<file path="src/rtl/ex_muldiv_if.sv">
// ---------------------------------------------------------------------------
// ex_muldiv_if
//   Groups the EX-stage multiply/divide request and response signals.
//   master : the pipeline side (drives the op, sees busy/done/result)
//   slave  : the multiply/divide unit
//
//   valid_i    M-extension op present in EX (DivEn)
//   div_sel_i  funct3 selecting mul/mulh/mulhsu/mulhu/div/divu/rem/remu
//   word_i     1 = 32-bit W variant
//   src1_i     forwarded rs1
//   src2_i     forwarded rs2
//   flush_i    redirect: kill the op in EX
//   busy_o     stall request
//   done_o     one-cycle pulse, result_o valid
//   result_o   final result
// ---------------------------------------------------------------------------
interface ex_muldiv_if #(
    parameter int XLEN = 64
);
    logic            valid_i;
    logic [2:0]      div_sel_i;
    logic            word_i;
    logic [XLEN-1:0] src1_i;
    logic [XLEN-1:0] src2_i;
    logic            flush_i;
    logic            busy_o;
    logic            done_o;
    logic [XLEN-1:0] result_o;

    modport master (
        output valid_i, div_sel_i, word_i, src1_i, src2_i, flush_i,
        input  busy_o, done_o, result_o
    );

    modport slave (
        input  valid_i, div_sel_i, word_i, src1_i, src2_i, flush_i,
        output busy_o, done_o, result_o
    );
endinterface

</file>
<file path="src/rtl/ex_muldiv.sv">
// ---------------------------------------------------------------------------
// ex_muldiv
//   Iterative RV64M multiply/divide unit for the EX stage. Works on operand
//   magnitudes one bit per cycle (shift-add multiply, restoring divide) and
//   applies sign correction in a final FIX cycle. Divide-by-zero and signed
//   overflow are resolved at accept time without iterating.
//
//   clk    core clock
//   rst_n  asynchronous active-low reset
//   bus    ex_muldiv_if.slave: valid_i, div_sel_i, word_i, src1_i, src2_i,
//          flush_i in; busy_o, done_o, result_o out
// ---------------------------------------------------------------------------
module ex_muldiv #(
    parameter int XLEN = 64
) (
    input  logic       clk,
    input  logic       rst_n,
    ex_muldiv_if.slave bus
);
    localparam int            CW     = $clog2(XLEN) + 1;
    localparam logic [CW-1:0] N_FULL = CW'(XLEN);
    localparam logic [CW-1:0] N_WORD = CW'(32);

    typedef enum logic [1:0] {IDLE, CALC, FIX, DONE} state_t;

    state_t state, state_nxt;

    logic [2:0]        sel_q;
    logic              word_q;
    logic              a_neg_q;
    logic              b_neg_q;
    logic [XLEN-1:0]   opnd_q;    // multiplicand (mul) or divisor (div) magnitude
    logic [2*XLEN-1:0] acc_q;     // mul: {partial product, multiplier}; div: {remainder, quotient}
    logic [CW-1:0]     cnt_q;
    logic [XLEN-1:0]   result_q;

    function automatic logic [XLEN-1:0] sext32(input logic [31:0] v);
        return {{(XLEN-32){v[31]}}, v};
    endfunction

    function automatic logic [XLEN-1:0] zext32(input logic [31:0] v);
        return {{(XLEN-32){1'b0}}, v};
    endfunction

    // Accept-time decode of the incoming op
    logic                   accept;
    logic [2:0]             sel_eff;
    logic                   is_div;
    logic                   a_signed, b_signed;
    logic signed [XLEN-1:0] a_ext, b_ext;
    logic                   a_neg, b_neg;
    logic [XLEN-1:0]        abs_a, abs_b;
    logic [XLEN-1:0]        min_neg;
    logic                   div_zero, div_ovf, special;
    logic [XLEN-1:0]        src1_res, spec_res;
    logic [2*XLEN-1:0]      acc_init;
    logic [XLEN-1:0]        opnd_init;

    always_comb begin
        // W forms only exist for mul and the divides; the mulh family maps to MULW
        sel_eff  = (bus.word_i && !bus.div_sel_i[2]) ? 3'b000 : bus.div_sel_i;
        is_div   = sel_eff[2];
        a_signed = is_div ? !sel_eff[0] : (sel_eff[1:0] != 2'b11);
        b_signed = is_div ? !sel_eff[0] : !sel_eff[1];

        if (bus.word_i) begin
            a_ext = a_signed ? sext32(bus.src1_i[31:0]) : zext32(bus.src1_i[31:0]);
            b_ext = b_signed ? sext32(bus.src2_i[31:0]) : zext32(bus.src2_i[31:0]);
        end else begin
            a_ext = bus.src1_i;
            b_ext = bus.src2_i;
        end

        a_neg = a_signed && a_ext[XLEN-1];
        b_neg = b_signed && b_ext[XLEN-1];
        abs_a = a_neg ? -a_ext : a_ext;
        abs_b = b_neg ? -b_ext : b_ext;

        min_neg  = bus.word_i ? {{(XLEN-31){1'b1}}, {31{1'b0}}} : {1'b1, {(XLEN-1){1'b0}}};
        div_zero = is_div && (b_ext == '0);
        div_ovf  = is_div && a_signed && (a_ext == min_neg) && (b_ext == '1);
        special  = div_zero || div_ovf;

        src1_res = bus.word_i ? sext32(bus.src1_i[31:0]) : bus.src1_i;
        if (sel_eff[1]) spec_res = div_zero ? src1_res : '0;
        else            spec_res = div_zero ? '1 : src1_res;

        // A W dividend is pre-shifted to the top so 32 iterations consume its MSBs first
        if (is_div) begin
            acc_init  = {{XLEN{1'b0}}, bus.word_i ? {abs_a[XLEN-33:0], 32'b0} : abs_a};
            opnd_init = abs_b;
        end else begin
            acc_init  = {{XLEN{1'b0}}, abs_b};
            opnd_init = abs_a;
        end
    end

    // One iteration of shift-add multiply or restoring divide
    logic [XLEN:0]     mul_sum;
    logic [XLEN:0]     rem_sh;
    logic [XLEN:0]     rem_diff;
    logic [2*XLEN-1:0] acc_step;

    always_comb begin
        mul_sum  = {1'b0, acc_q[2*XLEN-1:XLEN]} + (acc_q[0] ? {1'b0, opnd_q} : '0);
        rem_sh   = acc_q[2*XLEN-1:XLEN-1];
        rem_diff = rem_sh - {1'b0, opnd_q};
        if (sel_q[2]) begin
            // rem_diff[XLEN] is the borrow: shifted remainder smaller than divisor
            acc_step = rem_diff[XLEN] ? {rem_sh[XLEN-1:0], acc_q[XLEN-2:0], 1'b0}
                                      : {rem_diff[XLEN-1:0], acc_q[XLEN-2:0], 1'b1};
        end else begin
            acc_step = {mul_sum, acc_q[XLEN-1:1]};
        end
    end

    // Sign correction and result selection
    logic [2*XLEN-1:0] prod_full, prod;
    logic [XLEN-1:0]   quo, rem, fix_raw, fix_res;

    always_comb begin
        // After 32 steps a W product sits 32 bits up in the accumulator
        prod_full = word_q ? {{XLEN{1'b0}}, acc_q[XLEN+31:32]} : acc_q;
        prod      = (a_neg_q ^ b_neg_q) ? -prod_full : prod_full;
        quo       = (a_neg_q ^ b_neg_q) ? -acc_q[XLEN-1:0] : acc_q[XLEN-1:0];
        rem       = a_neg_q ? -acc_q[2*XLEN-1:XLEN] : acc_q[2*XLEN-1:XLEN];
        if (sel_q[2])                              fix_raw = sel_q[1] ? rem : quo;
        else if (word_q || (sel_q[1:0] == 2'b00))  fix_raw = prod[XLEN-1:0];
        else                                       fix_raw = prod[2*XLEN-1:XLEN];
        fix_res = word_q ? sext32(fix_raw[31:0]) : fix_raw;
    end

    // Control FSM
    always_ff @(posedge clk or negedge rst_n) begin
        if (!rst_n) state <= IDLE;
        else        state <= state_nxt;
    end

    always_comb begin
        state_nxt   = state;
        accept      = 1'b0;
        bus.busy_o  = 1'b0;
        bus.done_o  = 1'b0;
        unique case (state)
            IDLE: begin
                if (bus.valid_i && !bus.flush_i) begin
                    accept     = 1'b1;
                    bus.busy_o = 1'b1;
                    state_nxt  = special ? DONE : CALC;
                end
            end
            CALC: begin
                bus.busy_o = 1'b1;
                if (bus.flush_i)                state_nxt = IDLE;
                else if (cnt_q == CW'(1))       state_nxt = FIX;
            end
            FIX: begin
                bus.busy_o = 1'b1;
                state_nxt  = bus.flush_i ? IDLE : DONE;
            end
            DONE: begin
                bus.done_o = !bus.flush_i;
                state_nxt  = IDLE;
            end
            default: state_nxt = IDLE;
        endcase
    end

    // Datapath registers
    always_ff @(posedge clk or negedge rst_n) begin
        if (!rst_n) begin
            sel_q    <= '0;
            word_q   <= 1'b0;
            a_neg_q  <= 1'b0;
            b_neg_q  <= 1'b0;
            opnd_q   <= '0;
            acc_q    <= '0;
            cnt_q    <= '0;
            result_q <= '0;
        end else if (accept) begin
            sel_q   <= sel_eff;
            word_q  <= bus.word_i;
            a_neg_q <= a_neg;
            b_neg_q <= b_neg;
            opnd_q  <= opnd_init;
            acc_q   <= acc_init;
            cnt_q   <= bus.word_i ? N_WORD : N_FULL;
            if (special) result_q <= spec_res;
        end else if (state == CALC && !bus.flush_i) begin
            acc_q <= acc_step;
            cnt_q <= cnt_q - CW'(1);
        end else if (state == FIX && !bus.flush_i) begin
            result_q <= fix_res;
        end
    end

    assign bus.result_o = result_q;

endmodule

</file>
<file path="src/flat_wrapper.sv">
// flat-port wrapper written by rule: the top's interface ports become plain ports
module ex_muldiv_flat 
#(
    parameter int XLEN = 64
)
  (clk, rst_n, bus_valid_i, bus_div_sel_i, bus_word_i, bus_src1_i, bus_src2_i, bus_flush_i, bus_busy_o, bus_done_o, bus_result_o);
  ex_muldiv_if #(.XLEN(XLEN)) bus_i ();
  input  logic clk;
  input  logic rst_n;
  input wire logic [$bits(bus_i.valid_i)-1:0] bus_valid_i;
  input wire logic [$bits(bus_i.div_sel_i)-1:0] bus_div_sel_i;
  input wire logic [$bits(bus_i.word_i)-1:0] bus_word_i;
  input wire logic [$bits(bus_i.src1_i)-1:0] bus_src1_i;
  input wire logic [$bits(bus_i.src2_i)-1:0] bus_src2_i;
  input wire logic [$bits(bus_i.flush_i)-1:0] bus_flush_i;
  output wire logic [$bits(bus_i.busy_o)-1:0] bus_busy_o;
  output wire logic [$bits(bus_i.done_o)-1:0] bus_done_o;
  output wire logic [$bits(bus_i.result_o)-1:0] bus_result_o;
  assign bus_i.valid_i = bus_valid_i;
  assign bus_i.div_sel_i = bus_div_sel_i;
  assign bus_i.word_i = bus_word_i;
  assign bus_i.src1_i = bus_src1_i;
  assign bus_i.src2_i = bus_src2_i;
  assign bus_i.flush_i = bus_flush_i;
  assign bus_busy_o = bus_i.busy_o;
  assign bus_done_o = bus_i.done_o;
  assign bus_result_o = bus_i.result_o;
  ex_muldiv #(.XLEN(XLEN)) u_core (.clk(clk), .rst_n(rst_n), .bus(bus_i));
endmodule
</file>
<file path="config.mk">
export PLATFORM = sky130hd
export DESIGN_NAME = ex_muldiv_flat
export DESIGN_NICKNAME = d
export VERILOG_FILES = /design/src/rtl/ex_muldiv_if.sv /design/src/rtl/ex_muldiv.sv /design/src/flat_wrapper.sv
export SDC_FILE = /design/constraint.sdc
export NUM_CORES = 2
export LEC_CHECK = 0
export BUFFER_PORTS_ARGS = -buffer_cell sky130_fd_sc_hd__buf_2
export CORE_ASPECT_RATIO = 0.8
export CORE_UTILIZATION = 41
export DETAILED_ROUTE_END_ITERATION = 6
export GPL_TIMING_DRIVEN = 1
export PLACE_DENSITY = 0.67
export SLEW_MARGIN = 15
export SYNTH_ARGS = -nofsm -noshare
export SYNTH_HDL_FRONTEND = slang
export SYNTH_SLANG_ARGS = --single-unit
</file>
<file path="constraint.sdc">
create_clock -name clk -period 6.2 [get_ports clk]
set_clock_uncertainty 0.2 [all_clocks]
set_input_delay 0.62 -clock clk [delete_from_list [all_inputs] [get_ports clk]]
set_output_delay 0.62 -clock clk [all_outputs]
set_load 0.01 [all_outputs]
</file>
==> impl_results.md <==
* Vias/cell at 6.94
* Worst skew pair latency at 0.60 ns
* Sequential-to-total area share from yosys stat at 18.8%
* Reg2reg end: u_core.bus.result_o[62]$_DFFE_PN0P_
* Final worst slack at 0.203 ns
* Cells along the critical path: nor3_1, o21ai_0, nor2_1, buf_4, nand4_1, buf_4, nor4_1, buf_4, o21ai_0, buf_4, a211oi_1, xor2_1, a21oi_1, o21ai_0, a21oi_1
* Clock transition at path regs at 0.07 ns
* Simple-gate area share of the yosys netlist at 23.0%
* Syn avg cell area at about 7 µm²
* CTS tree: yes
* Area growth, synth to finish at 10.5%
* CTS Buffer Depth at 3
* #FFs+latches synth at 271
* Die width at between 300 and 400 µm
* Detailed Routing Iterations Pass 1 at 7
* Max FO, Critical Path at 30
* Yosys top cell area share at 18.8%
* Post-synth net total at 5451
* Critical path data arrival time at 6.24 ns
* Slew Viols, Final at 0
* H-tree depth at 2
* Routability Congestion at roughly 1.1
* Post-Layout Inst Area at 40000 µm²
* Hold WS at 0.239 ns
* Cell mode on critical path: buf_4
* Placed wire-length estimate at around 180000 µm
* Power Density at approximately 730 nW/µm²
* R2R Setup Slk at around 0.2 ns
* Die area at 89400 µm²
* Top FF cell, synth: dfrtp_1
* Post-synthesis adder-cell area fraction at 5.44%
* Fmax at 167 MHz
* CP Launch Type: flip-flop
* First-pass GRT wire length at 306000 µm
* Placement Setup Slack at 0.649 ns
* RSZ-0062 raised after global routing: false
* Post-synthesis compound-gate area fraction at 30.4%
* Max Cap Viol at 0
* Largest family of logic cells by synthesized area: compound AO/OA/AOI/OAI gates
* Die Ht at between 200 and 300 µm
* Initial antenna violation count at 29
* Tcrit/Tclk final at 96.7%
* Share of cells above drive strength 1 at a little under an eighth
* Mapped Area at 36100 µm²
* CP endpoint: u_core.bus.result_o[62]$_DFFE_PN0P_
* Placed Instance Area at about 39000 µm²
* Vias at 44200
* Number of flops mapped to enable cells by yosys at 0
* P_leak at 16.4 nW
* Cell count of the worst reg-to-reg path at 15
* IO Pins at 202
* Worst Setup End Kind: flip-flop
* Wire per inst at around 35 µm
* Worst Tran Pin Value at 1.31 ns
* I/O Buffers at 201
* Min Clock Period, post-route at 6.00 ns
* Endpoints failing setup at 0
* Clock root buffer master: clkbuf_16
* Top post-synthesis cells by area: dfrtp_1 19%, o21ai_0 7.1%, a21oi_1 6.6%
* Post-DRT Antenna Nets at 0
* Slowest-stage cell, CP: nor3_1
* Setup TNS at 0 ns
* Status: complete, but fails checks
* Initial core utilization at 41.4%
* Critical Path Max Stage Delay at 0.89 ns
* Largest net degree at the start of global routing at 126
* Post-synth top area cell: dfrtp_1
* Relative max-transition margin at 12.6%
* Worst vdd ir at 0.000459 V
* Residual DRC count at 25
* Failing checks: design-rule violations
* Core Area at 87400 µm²
* Hold/Removal Path Class: in -> reg
* Post-Synth XOR/XNOR Area at 11.4%
* WL final at ~220000 µm
* Num CTS Buffers at 34
* WS Path Type: reg -> reg
* DR iter-0 viols at around 7300
* Grt ovf at 0
* Async S/R FF share, synth at 100%
* Total GRT Usage at 48.0%
* Origin of the critical flop-to-flop path: u_core.word_q$_DFFE_PN0P_
* Post-synth cell types at 112
* Setup crit start: u_core.word_q$_DFFE_PN0P_
* CP required at 6.44 ns
* YS warnings at 0
* Final core utilization at 45.7%
* Clk sinks at 271
* Final hold viol count at 0
* Row cnt at 97
* Mux cell area share after synthesis at 4.54%
* Vias in the first global route at 39100
* Post-Synthesis Cells at 5171
* Nets at 5472
[final cells by class]
| class | count | area, µm² |
|---|---|---|
| tap | 1138 | 1420 |
| timing repair buffer | 425 | 2810 |
| fill | 9150 | 47400 |
| multi-input combinational | 4311 | 27200 |
| antenna | 17 | 42.5 |
| clock buffer | 43 | 946 |
| inverter | 149 | 559 |
| clock inverter | 16 | 213 |
| sequential | 271 | 6790 |
[report_power, final]
group	total, W	internal [W]	switching [W]
registers	0.00433	0.00261	0.00172
logic	0.0225	0.00738	0.0151
clock network	0.00220	0.00126	0.000945
[timing repair]
item,CTS,global route
gates resized for setup,0,0
hold buffers,1,0
hold endpoints to repair,32,0
setup buffers,0,0
[cells in the mapped netlist (all sizes together) (15+ instances only)]
library cell,number
a21oi,478
ha,142
o41ai,29
or2,34
or4,35
a221oi,38
xor2,229
a21o,96
buf,100
nand2b,34
nor3b,26
o22ai,48
nand4,58
a22oi,32
a31oi,75
o211ai,102
o221ai,33
o21bai,27
o21ai,539
mux2i,139
inv,147
nor2b,33
and3,25
nor2,579
o21a,23
nor3,132
maj3,15
dfrtp,271
nand3,103
o31ai,67
xnor2,240
mux2,21
a211oi,54
and2,36
clkbuf,340
nor4,64
nand2,502
or3,42
[worst max-delay path, delay by kind of cell (launching register included)]
family / cells / cell delay (ns)
XOR/XNOR: 1 / 0.19
AND/OR/NAND/NOR: 4 / 2.48
AO/OA/AOI/OAI: 6 / 1.33
flip-flops: 1 / 0.68
buffers and inverters: 4 / 0.94
[logic make-up after synthesis]
kind of cell,after synthesis
simple gates,1751
mux,160
compound gates,1772
xor+xnor,469
flops,271
fa+ha+maj,159
buf+inv,589
[sequential cells by signal, summed over array words and instances (netlist names)]
register	count
u_core.a_neg_q	1
u_core.b_neg_q	1
u_core.cnt_q	7
u_core.word_q	1
u_core.acc_q	128
u_core.sel_q	3
u_core.opnd_q	64
u_core.bus.result_o	64
u_core.state	2
[per-layer routing]
metal / routed length, µm / GRT usage [%]
met1: 94400 / 68.2
met2: 81500 / 60.9
met3: 34600 / 21.3
met4: 11100 / 20.3
met5: 233 / 0.327
[cells in the final DEF, fill, tap and decap left out, drive strengths merged, types with 23 or more instances in the layout]
master / synthesis / routed
nand2b: 34 / 34
a21o: 96 / 96
nor3: 132 / 132
or2: 34 / 34
or3: 42 / 42
xor2: 229 / 229
clkbuf: 340 / 43
nand3: 103 / 103
and2: 36 / 36
dfrtp: 271 / 271
nand2: 502 / 502
mux2i: 139 / 139
a21oi: 478 / 478
o21a: 23 / 23
nor2b: 33 / 33
o21bai: 27 / 27
a221oi: 38 / 38
o21ai: 539 / 539
ha: 142 / 142
or4: 35 / 35
a31oi: 75 / 75
xnor2: 240 / 240
o41ai: 29 / 29
a22oi: 32 / 32
o22ai: 48 / 48
buf: 100 / 424
nor4: 64 / 64
a211oi: 54 / 54
nand4: 58 / 58
and3: 25 / 25
o221ai: 33 / 33
o211ai: 102 / 102
o31ai: 67 / 67
nor3b: 26 / 26
inv: 147 / 150
nor2: 579 / 579
[worst min-delay path by stage]
stage                                       start                                  end  slack (ns)  cells after the start
floorplan                                   rst_n           u_core.a_neg_q$_DFFE_PN0P_        0.12                      0
global placement    u_core.opnd_q[48]$_DFFE_PN0P_        u_core.opnd_q[48]$_DFFE_PN0P_        0.26                      2
detailed placement  u_core.opnd_q[40]$_DFFE_PN0P_        u_core.opnd_q[40]$_DFFE_PN0P_        0.28                      2
CTS                                bus_src1_i[27]  u_core.bus.result_o[27]$_DFFE_PN0P_        0.22                      3
global route                       bus_src1_i[27]  u_core.bus.result_o[27]$_DFFE_PN0P_        0.25                      3
finish                             bus_src1_i[27]  u_core.bus.result_o[27]$_DFFE_PN0P_        0.24                      3
[stage by stage]
step | power, W | cells
5_1_grt | 0.0300 | 6354
3_3_place_gp | 0.0256 | 6293
3_5_place_dp | 0.0255 | 6293
2_1_floorplan | 0.0171 | 5171
6_report | 0.0290 | 6370
4_1_cts | 0.0278 | 6353
No activity file was read; power rests on OpenSTA's default activity.
